## src/rtl/al4s3b_wb_pkg.sv

```systemverilog
// Shared Wishbone definitions used by the initiator and the register-responder blocks:
// state encoding, timeout defaults and the read value returned on an aborted cycle.
package al4s3b_wb_pkg;

    typedef enum logic [1:0] {
        ST_IDLE  = 2'd0,
        ST_CYCLE = 2'd1,
        ST_RESP  = 2'd2
    } wb_state_e;

    localparam int unsigned WB_CNTR_WIDTH         = 3;
    localparam int unsigned WB_CNTR_TIMEOUT       = 7;
    localparam logic [31:0] WB_DEFAULT_READ_VALUE = 32'hBAD_FAB_AC;

    function automatic logic [7:0] sat_inc8(input logic [7:0] v);
        return (v == 8'hFF) ? v : v + 8'd1;
    endfunction

endpackage

```

## src/rtl/al4s3b_wb_timeout_cntr.sv

```systemverilog
// Wait-cycle counter for a Wishbone cycle: cleared at command accept, counts while
// the responder withholds ACK, flags the terminal count.
module al4s3b_wb_timeout_cntr #(
    parameter int WIDTH    = 3,
    parameter int TERMINAL = 7
) (
    input  logic clk_i,
    input  logic rst_ni,
    input  logic clr_i,
    input  logic en_i,
    output logic tc_o
);

    logic [WIDTH-1:0] cnt_q;

    always_ff @(posedge clk_i or negedge rst_ni) begin
        if (!rst_ni) begin
            cnt_q <= '0;
        end else if (clr_i) begin
            cnt_q <= '0;
        end else if (en_i) begin
            cnt_q <= cnt_q + 1'b1;
        end
    end

    assign tc_o = (cnt_q == WIDTH'(TERMINAL));

endmodule

```

## src/rtl/al4s3b_wb.sv

```systemverilog
// Single-outstanding Wishbone initiator: one command in, one bus cycle out, one
// response held until consumed; cycles without ACK abort after a bounded wait.
module al4s3b_wb_initiator
    import al4s3b_wb_pkg::*;
#(
    parameter int                  ADDRWIDTH            = 17,
    parameter int                  DATAWIDTH            = 32,
    parameter int                  DEFAULT_CNTR_WIDTH   = WB_CNTR_WIDTH,
    parameter int                  DEFAULT_CNTR_TIMEOUT = WB_CNTR_TIMEOUT,
    parameter logic [DATAWIDTH-1:0] DEFAULT_READ_VALUE  = WB_DEFAULT_READ_VALUE
) (
    input  logic                 WB_CLK,
    input  logic                 WB_RST_N,
    input  logic                 cmd_valid,
    output logic                 cmd_ready,
    input  logic                 cmd_we,
    input  logic [ADDRWIDTH-1:0] cmd_adr,
    input  logic [3:0]           cmd_byte_stb,
    input  logic [DATAWIDTH-1:0] cmd_wr_dat,
    output logic                 rsp_valid,
    input  logic                 rsp_ready,
    output logic [DATAWIDTH-1:0] rsp_rd_dat,
    output logic                 rsp_err,
    output logic [ADDRWIDTH-1:0] WBs_ADR,
    output logic                 WBs_CYC,
    output logic                 WBs_STB,
    output logic                 WBs_WE,
    output logic                 WBs_RD,
    output logic [3:0]           WBs_BYTE_STB,
    output logic [DATAWIDTH-1:0] WBs_WR_DAT,
    input  logic [DATAWIDTH-1:0] WBs_RD_DAT,
    input  logic                 WBs_ACK,
    output logic                 busy,
    output logic [7:0]           err_cnt
);

    wb_state_e            state_q, state_d;
    logic                 we_q;
    logic [ADDRWIDTH-1:0] adr_q;
    logic [3:0]           byte_stb_q;
    logic [DATAWIDTH-1:0] wr_dat_q;
    logic [DATAWIDTH-1:0] rsp_rd_dat_q, rsp_rd_dat_d;
    logic                 rsp_err_q, rsp_err_d;
    logic [7:0]           err_cnt_q, err_cnt_d;
    logic                 latch_en;
    logic                 cntr_clr, cntr_en, cntr_tc;
    logic                 in_cycle;

    al4s3b_wb_timeout_cntr #(
        .WIDTH    (DEFAULT_CNTR_WIDTH),
        .TERMINAL (DEFAULT_CNTR_TIMEOUT)
    ) u_timeout_cntr (
        .clk_i  (WB_CLK),
        .rst_ni (WB_RST_N),
        .clr_i  (cntr_clr),
        .en_i   (cntr_en),
        .tc_o   (cntr_tc)
    );

    always_comb begin
        state_d      = state_q;
        rsp_rd_dat_d = rsp_rd_dat_q;
        rsp_err_d    = rsp_err_q;
        err_cnt_d    = err_cnt_q;
        latch_en     = 1'b0;
        cntr_clr     = 1'b0;
        cntr_en      = 1'b0;
        case (state_q)
            ST_IDLE: begin
                if (cmd_valid) begin
                    latch_en = 1'b1;
                    cntr_clr = 1'b1;
                    state_d  = ST_CYCLE;
                end
            end
            ST_CYCLE: begin
                // ACK on the terminal count still completes normally
                if (WBs_ACK) begin
                    rsp_rd_dat_d = we_q ? '0 : WBs_RD_DAT;
                    rsp_err_d    = 1'b0;
                    state_d      = ST_RESP;
                end else if (cntr_tc) begin
                    rsp_rd_dat_d = DEFAULT_READ_VALUE;
                    rsp_err_d    = 1'b1;
                    err_cnt_d    = sat_inc8(err_cnt_q);
                    state_d      = ST_RESP;
                end else begin
                    cntr_en = 1'b1;
                end
            end
            ST_RESP: begin
                if (rsp_ready) begin
                    state_d = ST_IDLE;
                end
            end
            default: state_d = ST_IDLE;
        endcase
    end

    always_ff @(posedge WB_CLK or negedge WB_RST_N) begin
        if (!WB_RST_N) begin
            state_q      <= ST_IDLE;
            rsp_rd_dat_q <= '0;
            rsp_err_q    <= 1'b0;
            err_cnt_q    <= '0;
        end else begin
            state_q      <= state_d;
            rsp_rd_dat_q <= rsp_rd_dat_d;
            rsp_err_q    <= rsp_err_d;
            err_cnt_q    <= err_cnt_d;
        end
    end

    // Command fields only reach the bus through in_cycle gating, so they need no reset
    always_ff @(posedge WB_CLK) begin
        if (latch_en) begin
            we_q       <= cmd_we;
            adr_q      <= cmd_adr;
            byte_stb_q <= cmd_byte_stb;
            wr_dat_q   <= cmd_wr_dat;
        end
    end

    assign in_cycle     = (state_q == ST_CYCLE);
    assign cmd_ready    = (state_q == ST_IDLE);
    assign busy         = (state_q != ST_IDLE);
    assign rsp_valid    = (state_q == ST_RESP);
    assign rsp_rd_dat   = rsp_rd_dat_q;
    assign rsp_err      = rsp_err_q;
    assign err_cnt      = err_cnt_q;
    assign WBs_CYC      = in_cycle;
    assign WBs_STB      = in_cycle;
    assign WBs_WE       = in_cycle & we_q;
    assign WBs_RD       = in_cycle & ~we_q;
    assign WBs_ADR      = in_cycle ? adr_q      : '0;
    assign WBs_BYTE_STB = in_cycle ? byte_stb_q : '0;
    assign WBs_WR_DAT   = in_cycle ? wr_dat_q   : '0;

endmodule

```

## config.mk

```make
export PLATFORM = sky130hd
export DESIGN_NAME = al4s3b_wb_initiator
export DESIGN_NICKNAME = d
export VERILOG_FILES = /design/src/rtl/al4s3b_wb_pkg.sv /design/src/rtl/al4s3b_wb_timeout_cntr.sv /design/src/rtl/al4s3b_wb.sv
export SDC_FILE = /design/constraint.sdc
export NUM_CORES = 1
export LEC_CHECK = 0
export ABC_AREA = 1
export CORE_ASPECT_RATIO = 1.75
export CORE_MARGIN = 2
export CORE_UTILIZATION = 37
export CTS_CLUSTER_DIAMETER = 150
export DETAILED_ROUTE_END_ITERATION = 7
export GPL_TIMING_DRIVEN = 1
export PLACE_DENSITY_LB_ADDON = 0.3
export SYNTH_ARGS = -nofsm -noshare
export SYNTH_HDL_FRONTEND = slang
export SYNTH_SLANG_ARGS = --single-unit
export TNS_END_PERCENT = 20
```

## constraint.sdc

```tcl
create_clock -name WB_CLK -period 2.2 [get_ports WB_CLK]
set_input_delay 0.44 -clock WB_CLK [delete_from_list [all_inputs] [get_ports WB_CLK]]
set_output_delay 0.44 -clock WB_CLK [all_outputs]
set_load 0.01 [all_outputs]
```

==> flow_summary_export.csv <==
group,metric,value,unit
logic_synthesis,synth.area.top_cells,"edfxtp_1 39%, dfrtp_1 28%, nor2_1 7.6%, nand2_1 7.4%, inv_1 6.0%",
clocking,cts_buffers,9,
global_routing,grt_pass1_vias,3222,
clocking,cts.sinks,100,
global_routing,grt_max_degree,55,
logic_synthesis,synth_cell_types,21,
worst_setup_path,r2r_setup_slack,470,ps
die,die_width,84.4,um
logic_synthesis,synth_warnings,0,
logic_synthesis,yosysTopAreaCellShare,38.8,%
layout,seqCellArea,2770,um^2
run_status,status,"finished, violations left",
worst_setup_path,critPathBufInv,3,
logic_synthesis,yosys.area.top_type,"edfxtp_1",
clocking,cts_buffer_depth,2,
power_and_ir_drop,leakage,3.29,nW
clocking,clk_pin_slew,70,ps
clocking,cts_tree,"done",
die,num_rows,51,
layout,multi_input_area,1060,um^2
worst_setup_path,path_max_fanout,23,
logic_synthesis,yosys.area_share.adder,0.897,%
logic_synthesis,synth.cell_area,4180,um^2
detailed_routing,antenna_left,0,
layout,area_delta_synth_final,57.6,%
detailed_routing,num_vias,3318,
timing,fmax,0.452,GHz
logic_synthesis,synthMuxAreaShare,0,%
worst_setup_path,rr_worst_depth,4,
die,ios,192,
worst_setup_path,crit_start,"state_q[1]$_DFFE_PN0P_",
detailed_routing,vias_per_cell,4.46,
run_status,violations,"negative setup slack",
detailed_routing,drt_iter0_drc,99,
worst_setup_path,path_cells,"inv_2 > nand2_8 > buf_8 > nor2_1 > clkdlybuf4s50_1",
detailed_routing,first_pass_iters,4,
timing,holdWs,197,ps
logic_synthesis,synth_top_family_by_area,"simple AND/OR/NAND/NOR gates",
worst_setup_path,r2r-end,"wr_dat_q[29]$_DFFE_PP_",
logic_synthesis,synth-simple-area-share,18.0,%
logic_synthesis,ys_seq_area_share,66.3,%
die,die_h,145,um
layout,final_core_util,59.4,%
timing,relSlewSlack,60.5,%
worst_setup_path,crit_path_start_kind,"flip-flop",
global_routing,grt_usage,17.0,%
timing,finalSetupViolations,3,
layout,final_layout_size_suffix_gt1_share,8.66,%
global_routing,grt.overflow.total,0,
layout,nNetsFinal,701,
layout,n_antenna_cell,0,
clocking,htree_levels,3,
layout,layout_commonest_cell,"clkdlybuf4s50_1",
layout,final_cell_mix,"141 x clkdlybuf4s50_1, 85 x nor2_1, 83 x nand2_1, 65 x inv_1, 54 x edfxtp_1",
detailed_routing,wirelength,10.5,mm
worst_setup_path,cp-end-kind,"output pin",
place,dp_hpwl,7.85,mm
logic_synthesis,ys_seq_elements,100,
die,coreArea,11100,um^2
clocking,clkLatencyLatePin,330,ps
place,portBuffers,191,
logic_synthesis,synth-xor-area-share,0.628,%
detailed_routing,drcViolationCount,0,
power_and_ir_drop,power_density,1140,nW/um^2
timing,finClkSkew,5.76,ps
logic_synthesis,synth-compound-area-share,5.38,%
timing,slew_violations,0,
worst_setup_path,cp.required,1760,ps
timing,worst_pin_slew,592,ps
logic_synthesis,syn_avg_cell_area,10.2,um^2
worst_setup_path,slowest_delay,540,ps
worst_setup_path,cp_top_family,"buffers and inverters",
hold_path,hold_path.class,"primary input to asynchronous set/reset pin",
timing,rsz0062_at_grt,"yes",
worst_setup_path,endpoint,"WBs_ADR[5]",
worst_setup_path,worstReg2RegStart,"state_q[0]$_DFFE_PN0P_",
global_routing,grt_pass1_wl,16.1,mm
worst_setup_path,slowest_stage,"clkdlybuf4s50_1",
timing,layout_setup_ws,-10.8,ps
global_routing,antenna_found_initial,0,
worst_setup_path,crit_cells,5,
worst_setup_path,critPathKind,"flip-flop to output pin",
clocking,root_buffer,"clkbuf_16",
timing,period_needed,2210,ps
timing,min_period_over_period,100,%
logic_synthesis,synthCells,411,
layout,fillers,971,
place,place.gp.congestion,0.775,
die,initial_utilization,37.7,%
detailed_routing,wl_per_cell,14.0,um
timing,hold_viol,0,
logic_synthesis,syn_nets,505,
flow_run,maxCapViolCount,0,
die,dieArea,12200,um^2
power_and_ir_drop,max-vdd-ir-drop,0.638,mV
worst_setup_path,arrival,1770,ps
[registers in the layout, summed over array words and instances, names as in the netlist]
register / count
state_q: 2
u_timeout_cntr.cnt_q: 3
rsp_err: 1
wr_dat_q: 32
we_q: 1
rsp_rd_dat: 32
adr_q: 17
byte_stb_q: 4
err_cnt: 8
[what timing repair did]
| action | 4_1_cts | 5_1_grt |
|---|---|---|
| gates resized for setup | 32 | 25 |
| endpoints found under the setup margin | 53 | 25 |
| hold buffers | 0 | 0 |
| buffers inserted | 0 | 0 |
| gates cloned | 0 | 0 |
[how the worst min path moves through the flow]
stage	slack (ps)	cells past startpoint	startpoint	to
finish	200	2	WB_RST_N	rsp_rd_dat[17]$_DFFE_PN0P_
global route	230	2	WB_RST_N	rsp_rd_dat[11]$_DFFE_PN0P_
CTS	210	2	WB_RST_N	rsp_rd_dat[17]$_DFFE_PN0P_
detailed placement	460	2	rsp_rd_dat[24]$_DFFE_PN0P_	rsp_rd_dat[24]$_DFFE_PN0P_
global placement	460	2	rsp_rd_dat[24]$_DFFE_PN0P_	rsp_rd_dat[24]$_DFFE_PN0P_
floorplan	140	0	WB_RST_N	err_cnt[0]$_DFFE_PN0P_
[synthesized netlist by cell type]
library cell,n
buf_2,6
dfrtp_1,46
nor2_2,1
nand3_1,20
ha_1,3
inv_1,67
edfxtp_1,54
nand2_1,83
xnor2_1,3
inv_2,2
buf_6,4
a21oi_2,19
nand2_2,2
o31ai_1,1
nor2_1,85
o21ai_0,4
clkbuf_1,3
nor3_1,1
buf_4,3
a21oi_1,3
a21oi_4,1
[layer usage]
layer / global-route usage, % / vias to the layer above / part of all wire [%]
met5: 0 / - / 0
met4: 5.51 / 0 / 1.8
met3: 4.93 / 11 / 7.3
met2: 30.8 / 132 / 52
met1: 19.2 / 1514 / 39
li1: - / 1661 / -
[metrics by stage]
stage / instance area [um^2] / std cells / total power, mW / setup WS, ps / setup TNS [ps]
global route: 6590 / 744 / 7.97 / -85.2 / -332
CTS: 6520 / 744 / 7.59 / -27.1 / -319
finish: 6590 / 744 / 7.49 / -10.8 / -24.2
floorplan: 4190 / 411 / 4.31 / 315 / 0
detailed placement: 6250 / 728 / 6.13 / 171 / 0
global placement: 6250 / 728 / 6.05 / 220 / 0
[worst reg2reg max path, cell delays in order, from the launching register on]
cell and delay (ps):
dfrtp_2 470, nor2_1 270, nand2_1 240, clkinvlp_4 140
buf_12 260
[report_power, final]
part / switching (mW) / internal [mW] / total [mW]
Sequential: 0.245 / 2.59 / 2.84
Clock: 0.650 / 0.882 / 1.53
Combinational: 1.56 / 1.57 / 3.12
[final cells by class]
type / instances / share of cell area, %
Tap cell: 132 / 2.51
Clock buffer: 10 / 3.47
Inverter: 69 / 3.99
Sequential cell: 100 / 42.1
Clock inverter: 6 / 0.987
Multi-Input combinational cell: 226 / 16.0
Timing Repair Buffer: 201 / 30.9
[kinds of logic after synthesis]
family | count (synthesis)
buf+inv | 85
flops | 100
simple gates | 192
fa+ha+maj | 3
xor+xnor | 3
compound gates | 28
Note: power is estimated with default switching activity, not from simulation.
